**src/rtl/axi_rd_arbiter_pkg.sv**
```systemverilog
// Shared AXI read-channel bundle types plus the read arbiter's state and owner encodings.
package axi_rd_arbiter_pkg;

    typedef struct packed {
        logic        arvalid;
        logic [31:0] araddr;
        logic [3:0]  arid;
        logic [7:0]  arlen;
        logic [2:0]  arsize;
        logic [1:0]  arburst;
        logic        rready;
    } axi_r_m2s_t;

    typedef struct packed {
        logic        arready;
        logic        rvalid;
        logic [31:0] rdata;
        logic [1:0]  rresp;
        logic        rlast;
        logic [3:0]  rid;
    } axi_r_s2m_t;

    localparam logic [2:0] ST_IDLE    = 3'd0;
    localparam logic [2:0] ST_AR_IFU  = 3'd1;
    localparam logic [2:0] ST_AR_LSU  = 3'd2;
    localparam logic [2:0] ST_R_IFU   = 3'd3;
    localparam logic [2:0] ST_R_LSU   = 3'd4;
    localparam logic [2:0] ST_R_DRAIN = 3'd5;

    typedef enum logic [2:0] {
        RD_IDLE    = ST_IDLE,
        RD_AR_IFU  = ST_AR_IFU,
        RD_AR_LSU  = ST_AR_LSU,
        RD_R_IFU   = ST_R_IFU,
        RD_R_LSU   = ST_R_LSU,
        RD_R_DRAIN = ST_R_DRAIN
    } rd_arb_state_e;

    typedef enum logic [1:0] {
        OWN_NONE = 2'b00,
        OWN_IFU  = 2'b01,
        OWN_LSU  = 2'b10
    } rd_owner_e;

endpackage

```
**src/rtl/axi_rd_arbiter_watchdog.sv**
```systemverilog
// Stall watchdog: counts busy cycles without an AR/R handshake and raises a sticky flag
// once the count reaches TIMEOUT_CYCLES.
module rd_arb_watchdog #(
    parameter int TIMEOUT_CYCLES = 1024,
    parameter int TO_W           = $clog2(TIMEOUT_CYCLES + 1)
) (
    input  logic clock,
    input  logic reset,
    input  logic busy,
    input  logic hs,
    output logic timeout
);

    localparam logic [TO_W-1:0] CNT_MAX = TO_W'(TIMEOUT_CYCLES);

    logic [TO_W-1:0] cnt_q;
    logic [TO_W-1:0] cnt_d;
    logic            timeout_q;

    always_comb begin
        cnt_d = cnt_q;
        if (!busy || hs) begin
            cnt_d = '0;
        end else if (cnt_q != CNT_MAX) begin
            cnt_d = cnt_q + TO_W'(1);
        end
    end

    always_ff @(posedge clock or negedge reset) begin
        if (!reset) begin
            cnt_q     <= '0;
            timeout_q <= 1'b0;
        end else begin
            cnt_q     <= cnt_d;
            timeout_q <= timeout_q | (cnt_d == CNT_MAX);
        end
    end

    assign timeout = timeout_q;

endmodule

```
**src/rtl/axi_rd_arbiter.sv**
```systemverilog
// Shares the external AXI read port between IFU and LSU, one outstanding transaction at a time.
// Define AXI_RD_ARB_RR_EN for round-robin arbitration; default is fixed LSU priority.
//
// state      | meaning
// IDLE       | no transaction; sample both arvalids, pick winner for next cycle
// AR_IFU     | IFU address phase forwarded to memory
// AR_LSU     | LSU address phase forwarded to memory
// R_IFU      | IFU data beats forwarded until rlast
// R_LSU      | LSU data beats forwarded until rlast
// R_DRAIN    | killed IFU transaction; beats accepted and discarded until rlast
module axi_rd_arbiter
    import axi_rd_arbiter_pkg::*;
#(
    parameter  int TIMEOUT_CYCLES = 1024,
    localparam int TO_W           = $clog2(TIMEOUT_CYCLES + 1)
) (
    input  logic       clock,
    input  logic       reset,
    input  axi_r_m2s_t ifu_r_m2s_i,
    output axi_r_s2m_t ifu_r_s2m_o,
    input  axi_r_m2s_t lsu_r_m2s_i,
    output axi_r_s2m_t lsu_r_s2m_o,
    output axi_r_m2s_t mem_r_m2s_o,
    input  axi_r_s2m_t mem_r_s2m_i,
    input  logic       ifu_kill_i,
    output logic [1:0] owner_o,
    output logic       timeout_o
);

    rd_arb_state_e state_q;
    rd_arb_state_e state_d;
    logic          kill_pend_q;
    logic          kill_seen;
    logic          ar_hs;
    logic          r_hs;
    logic          r_last_hs;
    logic          grant_lsu;

    assign kill_seen = kill_pend_q | ifu_kill_i;
    assign ar_hs     = mem_r_m2s_o.arvalid & mem_r_s2m_i.arready;
    assign r_hs      = mem_r_s2m_i.rvalid & mem_r_m2s_o.rready;
    assign r_last_hs = r_hs & mem_r_s2m_i.rlast;

`ifdef AXI_RD_ARB_RR_EN
    logic last_lsu_q;

    // On a tie the master that did not win last time takes the grant.
    assign grant_lsu = lsu_r_m2s_i.arvalid & (~ifu_r_m2s_i.arvalid | ~last_lsu_q);

    always_ff @(posedge clock or negedge reset) begin
        if (!reset) begin
            last_lsu_q <= 1'b1;
        end else if (state_q == RD_IDLE && (ifu_r_m2s_i.arvalid || lsu_r_m2s_i.arvalid)) begin
            last_lsu_q <= grant_lsu;
        end
    end
`else
    assign grant_lsu = lsu_r_m2s_i.arvalid;
`endif

    always_comb begin
        mem_r_m2s_o = '0;
        ifu_r_s2m_o = '0;
        lsu_r_s2m_o = '0;
        owner_o     = OWN_NONE;
        case (state_q)
            RD_AR_IFU: begin
                mem_r_m2s_o         = ifu_r_m2s_i;
                mem_r_m2s_o.rready  = 1'b0;
                // A flushed IFU must not see its request as accepted.
                ifu_r_s2m_o.arready = mem_r_s2m_i.arready & ~kill_seen;
                owner_o             = OWN_IFU;
            end
            RD_AR_LSU: begin
                mem_r_m2s_o         = lsu_r_m2s_i;
                mem_r_m2s_o.rready  = 1'b0;
                lsu_r_s2m_o.arready = mem_r_s2m_i.arready;
                owner_o             = OWN_LSU;
            end
            RD_R_IFU: begin
                mem_r_m2s_o.rready  = ifu_r_m2s_i.rready;
                ifu_r_s2m_o         = mem_r_s2m_i;
                ifu_r_s2m_o.arready = 1'b0;
                owner_o             = OWN_IFU;
            end
            RD_R_LSU: begin
                mem_r_m2s_o.rready  = lsu_r_m2s_i.rready;
                lsu_r_s2m_o         = mem_r_s2m_i;
                lsu_r_s2m_o.arready = 1'b0;
                owner_o             = OWN_LSU;
            end
            RD_R_DRAIN: begin
                mem_r_m2s_o.rready = 1'b1;
                owner_o            = OWN_IFU;
            end
            default: ;
        endcase
    end

    always_comb begin
        state_d = state_q;
        case (state_q)
            RD_IDLE: begin
                if (grant_lsu) begin
                    state_d = RD_AR_LSU;
                end else if (ifu_r_m2s_i.arvalid) begin
                    state_d = RD_AR_IFU;
                end
            end
            RD_AR_IFU: begin
                if (ar_hs) begin
                    state_d = kill_seen ? RD_R_DRAIN : RD_R_IFU;
                end
            end
            RD_AR_LSU: begin
                if (ar_hs) begin
                    state_d = RD_R_LSU;
                end
            end
            RD_R_IFU: begin
                // A last beat coinciding with a kill completes normally.
                if (r_last_hs) begin
                    state_d = RD_IDLE;
                end else if (ifu_kill_i) begin
                    state_d = RD_R_DRAIN;
                end
            end
            RD_R_LSU, RD_R_DRAIN: begin
                if (r_last_hs) begin
                    state_d = RD_IDLE;
                end
            end
            default: state_d = RD_IDLE;
        endcase
    end

    always_ff @(posedge clock or negedge reset) begin
        if (!reset) begin
            state_q     <= RD_IDLE;
            kill_pend_q <= 1'b0;
        end else begin
            state_q     <= state_d;
            kill_pend_q <= (state_q == RD_AR_IFU) & ~ar_hs & kill_seen;
        end
    end

    rd_arb_watchdog #(
        .TIMEOUT_CYCLES (TIMEOUT_CYCLES),
        .TO_W           (TO_W)
    ) u_watchdog (
        .clock   (clock),
        .reset   (reset),
        .busy    (state_q != RD_IDLE),
        .hs      (ar_hs | r_hs),
        .timeout (timeout_o)
    );

endmodule

```
**config.mk**
```make
export PLATFORM = sky130hd
export DESIGN_NAME = axi_rd_arbiter
export DESIGN_NICKNAME = d
export VERILOG_FILES = /design/src/rtl/axi_rd_arbiter_pkg.sv /design/src/rtl/axi_rd_arbiter_watchdog.sv /design/src/rtl/axi_rd_arbiter.sv
export SDC_FILE = /design/constraint.sdc
export NUM_CORES = 1
export LEC_CHECK = 0
export ABC_AREA = 1
export CORE_AREA = 2 2 110 112
export DETAILED_ROUTE_END_ITERATION = 10
export DIE_AREA = 0 0 112 114
export SLEW_MARGIN = 30
export SYNTH_ARGS = -nofsm -noshare
export SYNTH_HDL_FRONTEND = slang
export SYNTH_SLANG_ARGS = --single-unit
```
**constraint.sdc**
```tcl
create_clock -name clock -period 1.64 [get_ports clock]
set_input_delay 0.328 -clock clock [delete_from_list [all_inputs] [get_ports clock]]
set_output_delay 0.328 -clock clock [all_outputs]
set_load 0.05 [all_outputs]
```
# [Yosys cells after proc, flatten, opt, wreduce, memory -nomap -nowiden]
# Cells that the tools add are included.
[totals] regBits=16 in_bits=146 output_inout_bits=136 wordCells=54
[op_classes] n_addsub=1 n_eq_ne=12 muxes=18 bitwise=11 n_reduce_logical=8
[op_table] cell="$pmux 50 s2" n=1
[op_table] cell="$mux 40" n=2
[op_table] cell="$mux 3" n=8
[op_table] cell="$mux 11" n=2
[op_table] cell="$pmux 3 s5" n=1
[op_table] cell="$add 11x1->11 const B" n=1
[op_table] cell="$eq 11x11->1 const B" n=1
[op_table] cell="$ne 11x11->1 const B" n=1
[op_table] cell="$and 1x1->1" n=6
[op_table] cell="$eq 3x2->1 const B" n=2
[op_table] cell="$eq 3x3->1 const B" n=2
[op_table] cell="$ne 2x2->1 const B" n=3
[op_table] cell="$ne 3x3->1 const B" n=2
[op_table] cell="$reduce_and 5->1" n=1
[op_table] cell="$pmux 2 s2" n=1
[op_table] cell="$reduce_or 2->1" n=2
[op_table] cell="$eq 3x1->1 const B" n=1
[op_table] cell="$logic_not 3->1" n=1
[op_table] cell="$or 1x1->1" n=3
[op_table] cell="$pmux 1 s3" n=1
[op_table] cell="$reduce_bool 3->1" n=1
[op_table] cell="$reduce_or 3->1" n=1
[op_table] cell="$mux 1" n=2
[op_table] cell="$not 1->1" n=2
[op_table] cell="other kinds (2)" n=2

# [Depth between registers and ports, before layout]
[logic_depth] ltp_word=8 mapped_depth=12 mapped_depth_nobuf=12

# [Hierarchy]
# Synthesis repeated with hierarchy kept, for this count alone.
[unflattened] cells_unflattened=472 area_unflattened_um2=2311.0
[by_module_without_submodules] module="axi_rd_arbiter" n_inst=1 cells_per_inst=348 area_per_inst_um2=1503.9 seq_area_each_um2=100.1
[by_module_without_submodules] module="rd_arb_watchdog" n_inst=1 cells_per_inst=124 area_per_inst_um2=807.0 seq_area_each_um2=300.3

# [Least setup slack after synthesis]
# No wires, ideal clock.
[synth_path] path_type="register to output" from="reg state_q[1]" to="out ifu_r_s2m_o[40] in the netlist's numbering" t_arrival_ns=1.761 required_ns=1.312 setup_slack_ns=-0.449 path_stages_with_launch=6 n_path_buf=2 path_cell_list="dfrtp_1 buf_2 nor3_2 buf_2 nand2_1 nor2_1"
[synth_lines] element="start: declaration" line="axi_rd_arbiter.sv:30" text="rd_arb_state_e state_q;"
[synth_lines] element="start signal: assignment" line="axi_rd_arbiter.sv:142" text="state_q <= state_d;"
[synth_lines] element="end: declaration" line="axi_rd_arbiter.sv:20" text="output axi_r_s2m_t ifu_r_s2m_o,"

==> impl_results.md <==
- Outcome: finished, violations left
- Failing checks: setup timing
- Worst path required time: approximately 1.3 ns
- Layout Utilization: 0.745
- Actual slew at the worst max-slew pin: approximately 0.39 ns
- Overall routing resource usage: 0.218
- CTS clk-pin slew, worst paths: roughly 0.050 ns
- Vias in the first global route: 4015
- Grt ovf: 0
- Post-Layout Cell Count: about 850
- DP Wirelength: around 12000 um
- Worst slack, placed: -0.186 ns
- Total number of vias: 3854
- IO Pins: roughly 280
- CTS Root Cell: clkbuf_16
- Leakage: a little under 0.004 uW
- Worst-Skew Late Latency: roughly 0.25 ns
- Dpl cells: 802
- Clock tree buffer depth: 2
- Final Setup Violations: 150
- Number of H-tree levels: 1
- Port bufs: approximately 280
- CTS sink cnt: 16
- Worst setup margin: -0.418 ns
- Critical path peak fanout: 7
- CP startpoint: state_q[0]
- Minimum clock period: 2.06 ns
- Hold Crit Class: primary input to async pin
- Routability cong.: between 0.9 and 1
- Final nets: around 850
- Antenna violations before repair: 0
- Die area: around 13000 um^2
- Synthesized net count: ~500
- Critical Path Source Type: flop
- Pins Over Slew Limit: 0
- Vias per inst: 4.56
- Initial Util: 0.174
- Largest net degree at the start of global routing: 31
- Synth Instances: roughly 350
- Hold buffer count at cts: 0
- RSZ-0062 raised after global routing: true
- Area Growth Syn to Fin: 327%
- Setup Skew: 0.00303 ns
- Syn Area/Cell: between 5 and 6 um^2
- Critical path capture point type: output port
- Die height: around 110 um
- Cell Pwr Density: 1540 nW/um^2
- Post-detailed-route count of antenna-violating nets: 0
- Router iterations before antenna repair: 4
- CTS buffer count: 3
- Fin area: approximately 8700 um^2
- Placed cell areas: about 7600 um^2
- Achievable Freq: 486 MHz
- # DRC: 0
- Iter 0 DRT Violations: roughly 170
- Crit Path Category: flop to output port
- Wire length per cell: roughly 19 um
- Synth Cell Area: 2040 um^2
- CTS tree: built
- CP arrival: approximately 1.7 ns
- Slew HR: 0.741
- Setup TNS: -49.23 ns
- Max Cap Viol: 0
- N_diodes: 0
- Worst r2r src: state_q[1]
- Final hold viol count: 0
- Register area share after synthesis: 0.196
- Final period utilization: 1.25
- Share of post-route cells with drive strength above 1: 0.564
- # rows: 40
- Synth Warn #: 0
- Global-route wire length before repair: approximately 22000 um
- #FFs+latches synth: 16
- Netlist cell types: 23
- Die X: 112 um
- Core Region: about 12000 um^2
- DRT Wirelength: between 15000 and 20000 um
- Worst IR Drop VDD: between 1 and 1.5 mV
cell usage after synthesis:
cell / n / area [um^2]
a21oi_2: 1 / 8.76
clkbuf_1: 15 / 56.3
a21oi_1: 4 / 20.0
dfrtp_1: 16 / 400
a22o_1: 49 / 429
nand2_2: 2 / 12.5
xor2_1: 4 / 35.0
buf_2: 4 / 20.0
o21ai_0: 3 / 15.0
nand4_1: 6 / 37.5
or2_1: 1 / 6.26
ha_1: 2 / 25.0
nand3_2: 1 / 10.0
o21ai_1: 1 / 5.00
nor2_1: 101 / 379
inv_2: 2 / 7.51
and3_1: 2 / 12.5
inv_1: 68 / 255
nor3_1: 4 / 20.0
nor3_2: 2 / 20.0
nand3_1: 12 / 60.1
nor2_2: 1 / 6.26
nand2_1: 53 / 199
power breakdown:
| part | internal, uW | switching (uW) |
|---|---|---|
| combinational | 6130 | 6180 |
| sequential | 473 | 83.7 |
| clock | 371 | 159 |
| total | 6980 | 6430 |
metal layers:
metal,vias up,global-route usage,share of wire
met5,-,0,0
met4,0,0.0236,0.0058
met3,6,0.0430,0.066
met2,189,0.457,0.58
met1,1831,0.227,0.35
li1,1828,-,-
final timing paths:
check                      slack (ns)                  to  cells past startpoint
setup reg to reg                -0.32          state_q[0]                     14
setup / recovery                -0.42     mem_r_m2s_o[40]                      7
hold reg to reg                  0.47  u_watchdog.timeout                      2
hold / removal                   0.41  u_watchdog.timeout                      2
min in group clock               0.47  u_watchdog.timeout                      2
max in group asynchronous        1.03          state_q[2]                      2
what timing repair did:
item,CTS,global route
gates resized for setup,63,67
buffers inserted,19,13
gates cloned,5,7
pin swaps,21,42
setup endpoints to repair,138,149
kinds of logic after synthesis:
kind of cell / synth area share
fa+ha+maj: 0.0123
simple gates: 0.374
flops: 0.196
xor+xnor: 0.0172
buf+inv: 0.166
compound gates: 0.234
placed cells by master, fill, tap and decap left out, types with 4 or more instances in the layout:
master             n
nand2_4            7
nand3_2            6
nor2_4            85
inv_1             61
buf_16             7
a22o_4            46
xor2_1             4
inv_2              6
nand4_1            6
dfrtp_1           15
clkdlybuf4s50_1  144
nand2_1           41
nor2_2             4
nand2_2            6
nand3_1            5
buf_12           145
nor2_1            13
buf_6             30
clkbuf_16          9
buf_4             24
metrics by stage:
step           hold slack (ns)  total power, uW
6_report                 0.410            13400
5_1_grt                  0.432            13900
4_1_cts                  0.416            12400
3_5_place_dp             0.457            10800
3_3_place_gp             0.452            10700
2_1_floorplan           0.0324             5920
worst max-delay path: stages, from the launching register on:
cell	delay [ns]
dfrtp_1	0.41
inv_2	0.09
buf_6	0.13
nor3_4	0.18
buf_12	0.20
buf_12	0.13
a22o_1	0.18
buf_12	0.15
registers in the layout (all words and copies together) (netlist names):
signal	flops
u_watchdog.cnt_q	11
state_q	3
kill_pend_q	1
u_watchdog.timeout	1
cell type report:
| cell class | count | area, um^2 |
|---|---|---|
| multi-input combinational | 249 | 2530 |
| tap | 147 | 184 |
| inverter | 70 | 272 |
| timing repair buffer | 359 | 5250 |
| clock buffer | 4 | 88.8 |
| fill | 764 | 2990 |
| sequential | 16 | 402 |
Power figures use the tool's default switching activity.
